`src/rtl/fetch_stage.sv`:
```
// Instruction-fetch stage: PC, request/ready imem port and the IF/ID register feeding decode.
// Optional FETCH_PERF_CNT_EN adds fetch_count/stall_count performance counters.
module fetch_stage #(
  parameter logic [31:0] RESET_PC = 32'h0000_0000
) (
  input  logic        clk,
  input  logic        rst,
  input  logic        hazardDetectionInput,
  input  logic        BranchTaken,
  input  logic [31:0] branch_offset,
  output logic        imem_req,
  output logic [31:0] imem_addr,
  input  logic [31:0] imem_rdata,
  input  logic        imem_ready,
  output logic [31:0] instruction,
  output logic [31:0] pc_plus4,
  output logic        valid
`ifdef FETCH_PERF_CNT_EN
  ,
  output logic [31:0] fetch_count,
  output logic [31:0] stall_count
`endif
);

  typedef enum logic [1:0] {
    S_REQ     = 2'd0,
    S_DISCARD = 2'd1,
    S_HOLD    = 2'd2
  } state_t;

  state_t      state_q, state_d;
  logic [31:0] pc_q, pc_d;
  logic [31:0] tgt_q, tgt_d;
  logic [31:0] hold_instr_p0, hold_instr_d;
  logic [31:0] hold_pc4_p0, hold_pc4_d;
  logic [31:0] instr_p1, instr_d;
  logic [31:0] pc4_p1, pc4_d;
  logic        vld_p1, vld_d;
  logic        xfer;
  logic        new_avail;
  logic [31:0] new_instr;
  logic [31:0] new_pc4;
  logic [31:0] pc_inc;
  logic [31:0] target;

  function automatic logic [31:0] branch_target(input logic signed [31:0] pc4,
                                                input logic signed [31:0] off);
    logic signed [31:0] t;
    t = pc4 + (off <<< 2);
    return t;
  endfunction

  assign imem_req  = !rst && (state_q != S_HOLD);
  assign imem_addr = rst ? RESET_PC : pc_q;
  assign xfer      = imem_req && imem_ready;
  assign pc_inc    = pc_q + 32'd4;
  assign target    = branch_target(pc4_p1, branch_offset);

  // A fresh word for IF/ID comes either straight from memory or from the hold buffer.
  assign new_avail = ((state_q == S_REQ) && xfer) || (state_q == S_HOLD);
  assign new_instr = (state_q == S_HOLD) ? hold_instr_p0 : imem_rdata;
  assign new_pc4   = (state_q == S_HOLD) ? hold_pc4_p0 : pc_inc;

  always_comb begin
    state_d      = state_q;
    pc_d         = pc_q;
    tgt_d        = tgt_q;
    hold_instr_d = hold_instr_p0;
    hold_pc4_d   = hold_pc4_p0;
    instr_d      = 32'd0;
    pc4_d        = 32'd0;
    vld_d        = 1'b0;

    if (BranchTaken) begin
      instr_d = 32'd0;
      pc4_d   = 32'd0;
      vld_d   = 1'b0;
    end else if (hazardDetectionInput) begin
      instr_d = instr_p1;
      pc4_d   = pc4_p1;
      vld_d   = vld_p1;
    end else if (new_avail) begin
      instr_d = new_instr;
      pc4_d   = new_pc4;
      vld_d   = 1'b1;
    end

    case (state_q)
      S_REQ: begin
        if (xfer) begin
          if (BranchTaken) begin
            pc_d = target;
          end else if (hazardDetectionInput) begin
            hold_instr_d = imem_rdata;
            hold_pc4_d   = pc_inc;
            pc_d         = pc_inc;
            state_d      = S_HOLD;
          end else begin
            pc_d = pc_inc;
          end
        end else if (BranchTaken) begin
          tgt_d   = target;
          state_d = S_DISCARD;
        end
      end
      S_DISCARD: begin
        // The outstanding request must finish at its original address before redirecting.
        if (BranchTaken) begin
          tgt_d = target;
        end
        if (xfer) begin
          pc_d    = BranchTaken ? target : tgt_q;
          state_d = S_REQ;
        end
      end
      S_HOLD: begin
        if (BranchTaken) begin
          pc_d    = target;
          state_d = S_REQ;
        end else if (!hazardDetectionInput) begin
          state_d = S_REQ;
        end
      end
      default: begin
        state_d = S_REQ;
      end
    endcase
  end

  always_ff @(posedge clk) begin
    if (rst) begin
      state_q <= S_REQ;
      pc_q    <= RESET_PC;
    end else begin
      state_q <= state_d;
      pc_q    <= pc_d;
    end
  end

  always_ff @(posedge clk) begin
    tgt_q         <= tgt_d;
    hold_instr_p0 <= hold_instr_d;
    hold_pc4_p0   <= hold_pc4_d;
  end

  // IF/ID boundary
  always_ff @(posedge clk) begin
    if (rst) begin
      instr_p1 <= 32'd0;
      pc4_p1   <= 32'd0;
      vld_p1   <= 1'b0;
    end else begin
      instr_p1 <= instr_d;
      pc4_p1   <= pc4_d;
      vld_p1   <= vld_d;
    end
  end

  assign instruction = instr_p1;
  assign pc_plus4    = pc4_p1;
  assign valid       = vld_p1;

`ifdef FETCH_PERF_CNT_EN
  logic [31:0] fetch_cnt_q;
  logic [31:0] stall_cnt_q;

  always_ff @(posedge clk) begin
    if (rst) begin
      fetch_cnt_q <= 32'd0;
      stall_cnt_q <= 32'd0;
    end else begin
      if ((state_q == S_REQ) && xfer && !BranchTaken) begin
        fetch_cnt_q <= fetch_cnt_q + 32'd1;
      end
      if (hazardDetectionInput || (imem_req && !imem_ready)) begin
        stall_cnt_q <= stall_cnt_q + 32'd1;
      end
    end
  end

  assign fetch_count = fetch_cnt_q;
  assign stall_count = stall_cnt_q;
`endif

endmodule

```
`config.mk`:
```
export PLATFORM = sky130hd
export DESIGN_NAME = fetch_stage
export DESIGN_NICKNAME = d
export VERILOG_FILES = /design/src/rtl/fetch_stage.sv
export SDC_FILE = /design/constraint.sdc
export NUM_CORES = 1
export LEC_CHECK = 0
export CELL_PAD_IN_SITES_DETAIL_PLACEMENT = 0
export CELL_PAD_IN_SITES_GLOBAL_PLACEMENT = 1
export CORE_ASPECT_RATIO = 0.9
export CORE_MARGIN = 8
export CORE_UTILIZATION = 35
export DETAILED_ROUTE_END_ITERATION = 10
export PLACE_DENSITY_LB_ADDON = 0.08
export SLEW_MARGIN = 5
export SYNTH_ARGS = -nofsm -noshare
export SYNTH_HDL_FRONTEND = slang
export SYNTH_SLANG_ARGS = --single-unit
```
`constraint.sdc`:
```
create_clock -name clk -period 6 [get_ports clk]
set_input_delay 0.9 -clock clk [delete_from_list [all_inputs] [get_ports clk]]
set_output_delay 0.9 -clock clk [all_outputs]
set_load 0.05 [all_outputs]
```
# Word level (Yosys, flattened, before mapping)
# Index checks and enable logic that the tools add are counted.
[totals]
in_bits = 69
elab_cells = 57
output_inout_bits = 98
regBits = 195
[op_classes]
bitwise = 1
add_sub_neg = 2
muxes = 22
eq_ne = 11
reduce_logical = 13
[op_table]
columns = ["operator", "count"]
rows = [
  ["$mux W32", 11],
  ["$pmux W32 S3", 1],
  ["$pmux W32 S2", 1],
  ["$add A32 B3 Y32 const B", 1],
  ["$add A32 B32 Y32", 1],
  ["$mux W2", 7],
  ["$ne A3 B3 Y1 const B", 4],
  ["$ne A2 B2 Y1 const B", 5],
  ["$reduce_and A4 Y1", 2],
  ["$pmux W2 S3", 1],
  ["$reduce_and A5 Y1", 1],
  ["$logic_and A1 B1 Y1", 3],
  ["$reduce_bool A3 Y1", 1],
  ["$eq A2 B1 Y1 const B", 1],
  ["$eq A2 B2 Y1 const B", 1],
  ["$logic_not A2 Y1", 1],
  ["$reduce_and A2 Y1", 1],
  ["$reduce_bool A2 Y1", 1],
  ["$reduce_or A2 Y1", 1],
  ["$logic_not A1 Y1", 1],
  ["$logic_or A1 B1 Y1", 1],
  ["$mux W1", 1],
  ["$not A1 Y1", 1],
]

# Logic depth before layout (Yosys ltp)
# Gate-level depths: netlist of the first run.
[logic_depth]
word_depth = 6
mapped_depth = 11
ltp_nobuf = 10

# Worst setup path before layout of the first run
# OpenSTA, ideal clock, no wires.
[synth_path]
kind = "in2reg"
from = "input port rst"
to = "register hold_instr_p0[0], enable pin"
n_path_buf = 1
required_ns = 5.433
path_stages = 4
t_arrival_ns = 6.681
slack_ns = -1.248
cell_sequence = "clkbuf_1 nor2_1 nand3_1 nor3_1"
[synth_between]
elab_chain_cells = 4
[synth_rtl]
columns = ["item", "line", "source"]
rows = [
  ["from (decl)", "7", "input logic rst,"],
  ["$logic_not A1 Y1", "53", "assign imem_req = !rst && (state_q != S_HOLD);"],
  ["$logic_and A1 B1 Y1", "53", ""],
  ["named net imem_req", "11", "output logic imem_req,"],
  ["$logic_and A1 B1 Y1", "55", "assign xfer = imem_req && imem_ready;"],
  ["$reduce_and A4 Y1 (no source line)", "n/a", ""],
  ["to (signal assigned)", "142", "hold_instr_p0 <= hold_instr_d;"],
  ["to (decl)", "34", "logic [31:0] hold_instr_p0, hold_instr_d;"],
]
# The timed path passes the listed nets, and every way through them passes these cells.
# A chain may end at the register's enable or synchronous reset.

# Worst setup path after layout of the first run
[layout_path]
from = "register state_q[0]"
to = "output port imem_req"
[layout_between]
elab_chain_cells = 2
[layout_rtl]
columns = ["item", "line", "source"]
rows = [
  ["from (decl)", "31", "state_t state_q, state_d;"],
  ["from (signal assigned)", "135", "state_q <= state_d;"],
  ["$ne A2 B2 Y1", "53", ""],
  ["$logic_and A1 B1 Y1", "53", ""],
  ["to (decl)", "11", ""],
]
# No other way between the ends.

==> impl_metrics.py, run 1 <==
metrics = {
    "outcome": {
        "status": "completed",
    },
    "synthesis": {
        "synth.top_cell.area_share_pct": 26.12,
        "synth-seq-cells": 195,
        "synth_fp_nets": 1331,
        "synth_top_area_cell": "edfxtp_1",
        "yosys_warnings": 0,
        "async_reset_ff_share_pct": 0,
        "syn_area_mm2": 0.01104,
        "synth_area_per_cell_um2": 8.996,
        "synth_edf_count": 96,
        "yosys-top-cells-area": "edfxtp_1 26%, dfxtp_1 18%, o21ai_0 4.9%, a221o_1 4.2%, nor2_1 4.1%",
        "synth.most_common_cell": "nor2_1",
        "synth.top_cells.by_count": "122 x nor2_1, 110 x nand2_1, 109 x o21ai_0, 99 x dfxtp_1, 96 x edfxtp_1",
        "synth_cells": 1227,
        "yosysSeqAreaShare_pct": 44.07,
        "ys_types": 75,
        "synth_ff_type": "dfxtp_1",
    },
    "routing": {
        "routed_via_density": 5.701,
        "wire_per_inst_um": 22.86,
        "drt_first_pass_iters": 7,
        "drt.antenna.violating_nets": 0,
        "routed_wl_um": 40290,
        "post-route-drc-count": 0,
        "vias": 10050,
        "drt_iter0_markers": 689,
    },
    "pwr": {
        "p_sw_share_pct": 34.19,
        "p_sw_uw": 1238,
        "clkPwrFrac_pct": 30.3,
        "internal_power_uw": 2383,
        "power_uw": 3622,
        "leakage_uw": 0.004884,
        "ir_worst_vdd_uv": 209.1,
        "pwr-share-comb_pct": 24.5,
        "sequentialPowerShare_pct": 45.2,
        "power.density_mw_per_mm2": 268.0,
    },
    "critical_path": {
        "worstSetupPathType": "reg2out",
        "cpMostUsedCell": "buf_4",
        "cp_top_family": "buffers and inverters",
        "ff2ff_path_depth": 11,
        "cp_cell_sequence": "inv_1, ha_2, buf_4, buf_4, nor2_1, clkdlybuf4s50_1",
        "crit_fanout": 45,
        "slowest_delay_ns": 0.79,
        "worst_setup_path_end_kind": "primary output",
        "reg2reg_to": "pc_q[17]",
        "startpoint_type": "register",
        "r2r_start": "state_q[0]",
        "cp.required_ns": 5.10,
        "arrival_ns": 3.02,
        "cp_slowest_cell": "clkdlybuf4s50_1",
        "path_buf_inv": 4,
        "r2r_setup_slack_ns": 2.40,
    },
    "placed_design": {
        "dp_hpwl_um": 27600,
        "place.gp.congestion": 0.8340,
        "io_buffers": 164,
        "place_area_mm2": 0.01298,
    },
    "sta": {
        "slew_headroom_pct": 19.32,
        "period_share_pct": 65.38,
        "fin_tns_setup_ns": 0,
        "fmax_mhz": 254.9,
        "finalSetupViolations": 0,
        "grt_setup_unrepaired": "false",
        "worst_pin_slew_ns": 1.197,
        "final_hold_viol_count": 0,
        "slew_violations": 0,
        "fin_crit_ns": 3.923,
        "fin_worst_skew_ns": 0.01917,
    },
    "worst_hold_path": {
        "min_from": "pc_plus4[20]",
        "hp-class": "reg2reg",
        "min_delay_path_depth": 2,
        "min_to": "pc_plus4[20]",
    },
    "final_layout": {
        "fill_cells": 3146,
        "antennaDiodeCount": 0,
        "multiInputGateArea_mm2": 0.005712,
        "nets": 1444,
        "layout-drive-gt1-share_pct": 6.061,
        "seq_area_mm2": 0.004865,
        "stdcell_area_mm2": 0.01351,
        "syn_to_final_growth_pct": 22.43,
        "final_util_pct": 43.61,
    },
    "grt": {
        "grt_use_total_pct": 21.07,
        "grt_max_degree": 67,
        "grt_pass1_vias": 9966,
        "grt_first_pass_wirelength_um": 61250,
        "antenna_found_initial": 0,
        "gr-total-overflow": 0,
    },
    "clock_tree": {
        "numCtsBuffers": 17,
        "cts_setup_buffers": 0,
        "h-tree-depth": 4,
        "cts_resized": 0,
        "clock-sinks": 195,
        "path_clk_slew_ns": 0.08,
        "cts_tree": "built",
        "cts_hold_buffers": 0,
        "clk_path_buf_depth": 2,
        "root_buffer": "clkbuf_16",
        "clk_latency_ns": 0.45,
    },
    "floorplanning": {
        "die_area_mm2": 0.03748,
        "start_util_pct": 35.62,
        "die_x_um": 203.2,
        "ioPinCount": 167,
        "coreArea_mm2": 0.03099,
        "rows": 61,
        "die_h_um": 184.5,
    },
    "job": {
        "cap_violations": 0,
    },
}
[power by group through the flow]
stage,combinational (µW),clock [µW],sequential (µW)
3_5_place_dp,883,0,1660
4_1_cts,888,1130,1630
5_1_grt,963,1180,1650
6_report,888,1100,1640
3_3_place_gp,881,0,1660
2_1_floorplan,544,0,1670
[per-stage QoR]
step / std cells / setup slack, ns / hold slack, ns
after floorplan: 1227 / 0.7537 / 0.4460
after global placement: 1730 / 1.908 / 0.4746
after detailed placement: 1730 / 1.876 / 0.4775
after CTS: 1762 / 2.011 / 0.4982
after global routing: 1762 / 1.895 / 0.5134
final: 1762 / 2.077 / 0.4956
[metal layers]
layer	wire length (µm)	GRT usage [%]	vias to the layer above
met3	1904	3.791	43
met2	18370	33.58	266
met5	0	0	-
li1	-	-	4811
met4	984	6.232	0
met1	19030	28.83	4926
[worst max path at each step]
stage                          start          endpoint  slack [ns]  depth (start not counted)
detailed placement  branch_offset[0]         tgt_q[28]        1.88                         11
floorplan                        rst  hold_instr_p0[0]        0.75                          4
finish                    state_q[0]          imem_req        2.08                          6
global route              state_q[0]          imem_req        1.90                          6
global placement    branch_offset[0]         tgt_q[28]        1.91                         11
CTS                       state_q[0]          imem_req        2.01                          6
[worst min-delay path, stage by stage, from the launching register on]
cell and delay [ns]:
dfxtp_1 0.33, nand2_1 0.07, a21oi_1 0.05
[cells by family (layout without fill, tap and decap cells)]
family / after synthesis / in the layout / share of synthesized area (%)
simple gates: 425 / 425 / 18.90
flops: 195 / 195 / 44.07
xor+xnor: 41 / 41 / 3.321
compound gates: 395 / 395 / 24.20
fa+ha+maj: 35 / 35 / 4.035
mux: 11 / 11 / 1.088
buf+inv: 125 / 251 / 4.387
[placed cells by master (no fill, tap or decap), types with 10 or more instances in the layout]
master / count
nor2b_1: 38
o31ai_1: 10
a221o_1: 46
xor2_1: 13
nor3_1: 32
inv_1: 38
nand2_1: 110
nor2_1: 121
nand3_1: 27
a31oi_1: 10
and4_1: 10
clkbuf_16: 17
buf_4: 15
a21o_1: 12
o211ai_1: 10
and3_1: 10
clkdlybuf4s50_1: 161
o21ai_0: 109
a21oi_1: 85
ha_1: 32
a211oi_1: 18
nand4_1: 21
xnor2_1: 27
dfxtp_1: 99
o2111ai_1: 10
edfxtp_1: 96
o21a_1: 10
a221oi_1: 16
[flip-flops by register name (all words and copies together) (netlist names)]
name           cells
pc_q              32
valid              1
hold_instr_p0     32
instruction       32
pc_plus4          32
state_q            2
tgt_q             32
hold_pc4_p0       32
[cell type report]
class,count,area share (%)
Clock buffer,18,3.176
Clock inverter,14,0.7962
Inverter,40,1.111
Multi-Input combinational cell,907,42.26
Sequential cell,195,36.00
Tap cell,409,3.787
Timing Repair Buffer,179,12.87
(Power assumes the default switching activity.)
==> run 2, diff against run 1 <==
Clock period 6 ns to 3.7 ns, I/O delays scaled along.
==> run 2 against run 1 <==
  * Worst setup slack worse by 1.6 ns
  * Via count is 1.1% higher
  * Clock power is 66% higher
  * Clock skew is 0.0057 ns lower
  * Register-to-register slack worse by 1.9 ns
  * Die area stayed put
  * Count of clock-buffer cells in the layout stayed put
  * Critical path depth is 5 higher
  * Design area is 2.2% higher
  * Hold slack worse by 0.0018 ns
  * Cell count is 1.7% higher
  * Largest cell class unchanged
==> impl_metrics.py, run 2 (synthesized netlist as in run 1, its figures left out) <==
metrics = {
    "final_layout": {
        "layout-drive-gt1-share_pct": 8.098,
        "syn_to_final_growth_pct": 25.10,
        "mostFrequentLayoutCell": "clkdlybuf4s50_1",
        "final_cells": 1792,
        "nets": 1474,
        "final_cell_mix": "161 x clkdlybuf4s50_1, 120 x nor2_1, 110 x nand2_1",
        "antennaDiodeCount": 0,
    },
    "routing": {
        "vias": 10150,
        "routed_via_density": 5.665,
        "routed_wl_um": 40280,
        "drt_iter0_markers": 698,
        "post-route-drc-count": 0,
        "drt_first_pass_iters": 8,
        "drt.antenna.violating_nets": 0,
        "wire_per_inst_um": 22.47,
    },
    "critical_path": {
        "ff2ff_path_depth": 9,
        "cpMostUsedCell": "o21a_1",
        "startpoint_type": "primary input",
        "cp.required_ns": 3.90,
        "cp_top_family": "compound AO/OA/AOI/OAI gates",
        "crit_fanout": 5,
        "arrival_ns": 3.42,
        "cp_slowest_cell": "clkdlybuf4s50_1",
        "worst_setup_path_end_kind": "register",
        "reg2reg_to": "pc_q[14]",
        "r2r_start": "state_q[1]",
        "path_buf_inv": 2,
        "slowest_delay_ns": 0.47,
        "r2r_setup_slack_ns": 0.54,
        "cp_cell_sequence": "clkdlybuf4s50_1, ha_1, inv_1, fa_1, nor2b_1, o21a_1, o21a_1, o211ai_1, a211oi_1, o21ai_0, a31o_2",
        "worstSetupPathType": "in2reg",
    },
    "floorplanning": {
        "die_x_um": 203.2,
        "die_area_mm2": 0.03748,
        "start_util_pct": 35.62,
        "ioPinCount": 167,
        "die_h_um": 184.5,
        "rows": 61,
        "coreArea_mm2": 0.03099,
    },
    "placed_design": {
        "dp.cells": 1760,
        "dp_hpwl_um": 29030,
        "io_buffers": 164,
        "place.gp.congestion": 0.8494,
    },
    "sta": {
        "finalSetupViolations": 0,
        "fmax_mhz": 311.3,
        "slew_violations": 0,
        "final_hold_viol_count": 0,
        "fin_worst_skew_ns": 0.01347,
        "fin_crit_ns": 3.213,
        "grt_setup_unrepaired": "false",
        "period_share_pct": 86.83,
        "slew_headroom_pct": 33.26,
        "fin_tns_setup_ns": 0,
        "worst_pin_slew_ns": 0.9975,
    },
    "clock_tree": {
        "h-tree-depth": 4,
        "cts_hold_buffers": 0,
        "path_clk_slew_ns": 0.08,
        "numCtsBuffers": 17,
        "clk_latency_ns": 0.44,
        "cts_resized": 0,
        "clock-sinks": 195,
        "cts_setup_buffers": 0,
        "clk_path_buf_depth": 2,
        "cts_tree": "built",
        "root_buffer": "clkbuf_16",
    },
    "worst_hold_path": {
        "min_to": "pc_plus4[20]",
        "min_delay_path_depth": 2,
        "min_from": "pc_plus4[20]",
        "hp-class": "reg2reg",
    },
    "grt": {
        "grt_use_total_pct": 21.05,
        "gr-total-overflow": 0,
        "grt_first_pass_wirelength_um": 61220,
        "grt_pass1_vias": 9975,
        "grt_max_degree": 65,
        "antenna_found_initial": 0,
    },
    "job": {
        "cap_violations": 0,
    },
    "pwr": {
        "leakage_uw": 0.005073,
        "power.density_mw_per_mm2": 433.2,
        "ir_worst_vdd_uv": 359.2,
    },
    "outcome": {
        "status": "completed",
    },
}
[run 2: cell types whose count changed in the layout (fill, tap and decap cells not counted), moves of 2 or more]
cell / delta
buf_12: +4
buf_4: +26
clkinv_4: -4
clkinvlp_4: -2
inv_6: +5
[run 2: worst register-to-register path, stage by stage (launching register included)]
cell and delay, ns:
dfxtp_1 0.43, inv_1 0.09, ha_1 0.39, nor2_1 0.26
a22oi_1 0.16, or2_2 0.43, nor2_2 0.53, o21ai_0 0.24
a2111oi_0 0.43, a211o_1 0.16
[run 2: routing by layer]
metal	GRT usage, %	vias to the layer above	share of wire (%)
met5	0	-	0
met4	5.681	0	1.7
met3	3.071	32	4.6
met2	33.59	279	46
met1	29.40	4960	48
li1	-	4881	-
[run 2: area by class of cell]
cell class	count	area, µm²
timing repair buffer	209	2014
clock inverter	14	113.9
inverter	40	150.1
multi-input combinational	907	5714
clock buffer	18	439.2
fill	3133	17180
tap	409	511.7
sequential	195	4865
[run 2: through the flow]
stage / instance area [µm²] / util, % / hold WS, ns / setup WS, ns / power (µW)
3_5_place_dp: 13260 / 42.78 / 0.4817 / 0.02605 / 4184
4_1_cts: 13810 / 44.56 / 0.4938 / 0.4998 / 6028
3_3_place_gp: 13260 / 42.78 / 0.4710 / 0.1461 / 4180
6_report: 13810 / 44.56 / 0.4938 / 0.4874 / 5982
2_1_floorplan: 11060 / - / 0.4460 / 0.1562 / 3596
5_1_grt: 13810 / 44.56 / 0.5148 / 0.3409 / 6262
[run 2: how the worst max path moves through the flow]
stage,from,to,cells after the start
6_report,branch_offset[0],tgt_q[24],11
5_1_grt,branch_offset[0],tgt_q[24],11
4_1_cts,branch_offset[0],tgt_q[24],11
3_5_place_dp,branch_offset[0],tgt_q[24],11
3_3_place_gp,branch_offset[0],tgt_q[24],11
2_1_floorplan,rst,tgt_q[0],7
[run 2: power breakdown]
group          switching (µW)  internal [µW]  leakage (µW)
clock network             929            903      0.000275
logic                     944            553       0.00307
registers                 170           2480       0.00173
total                    2040           3940       0.00507
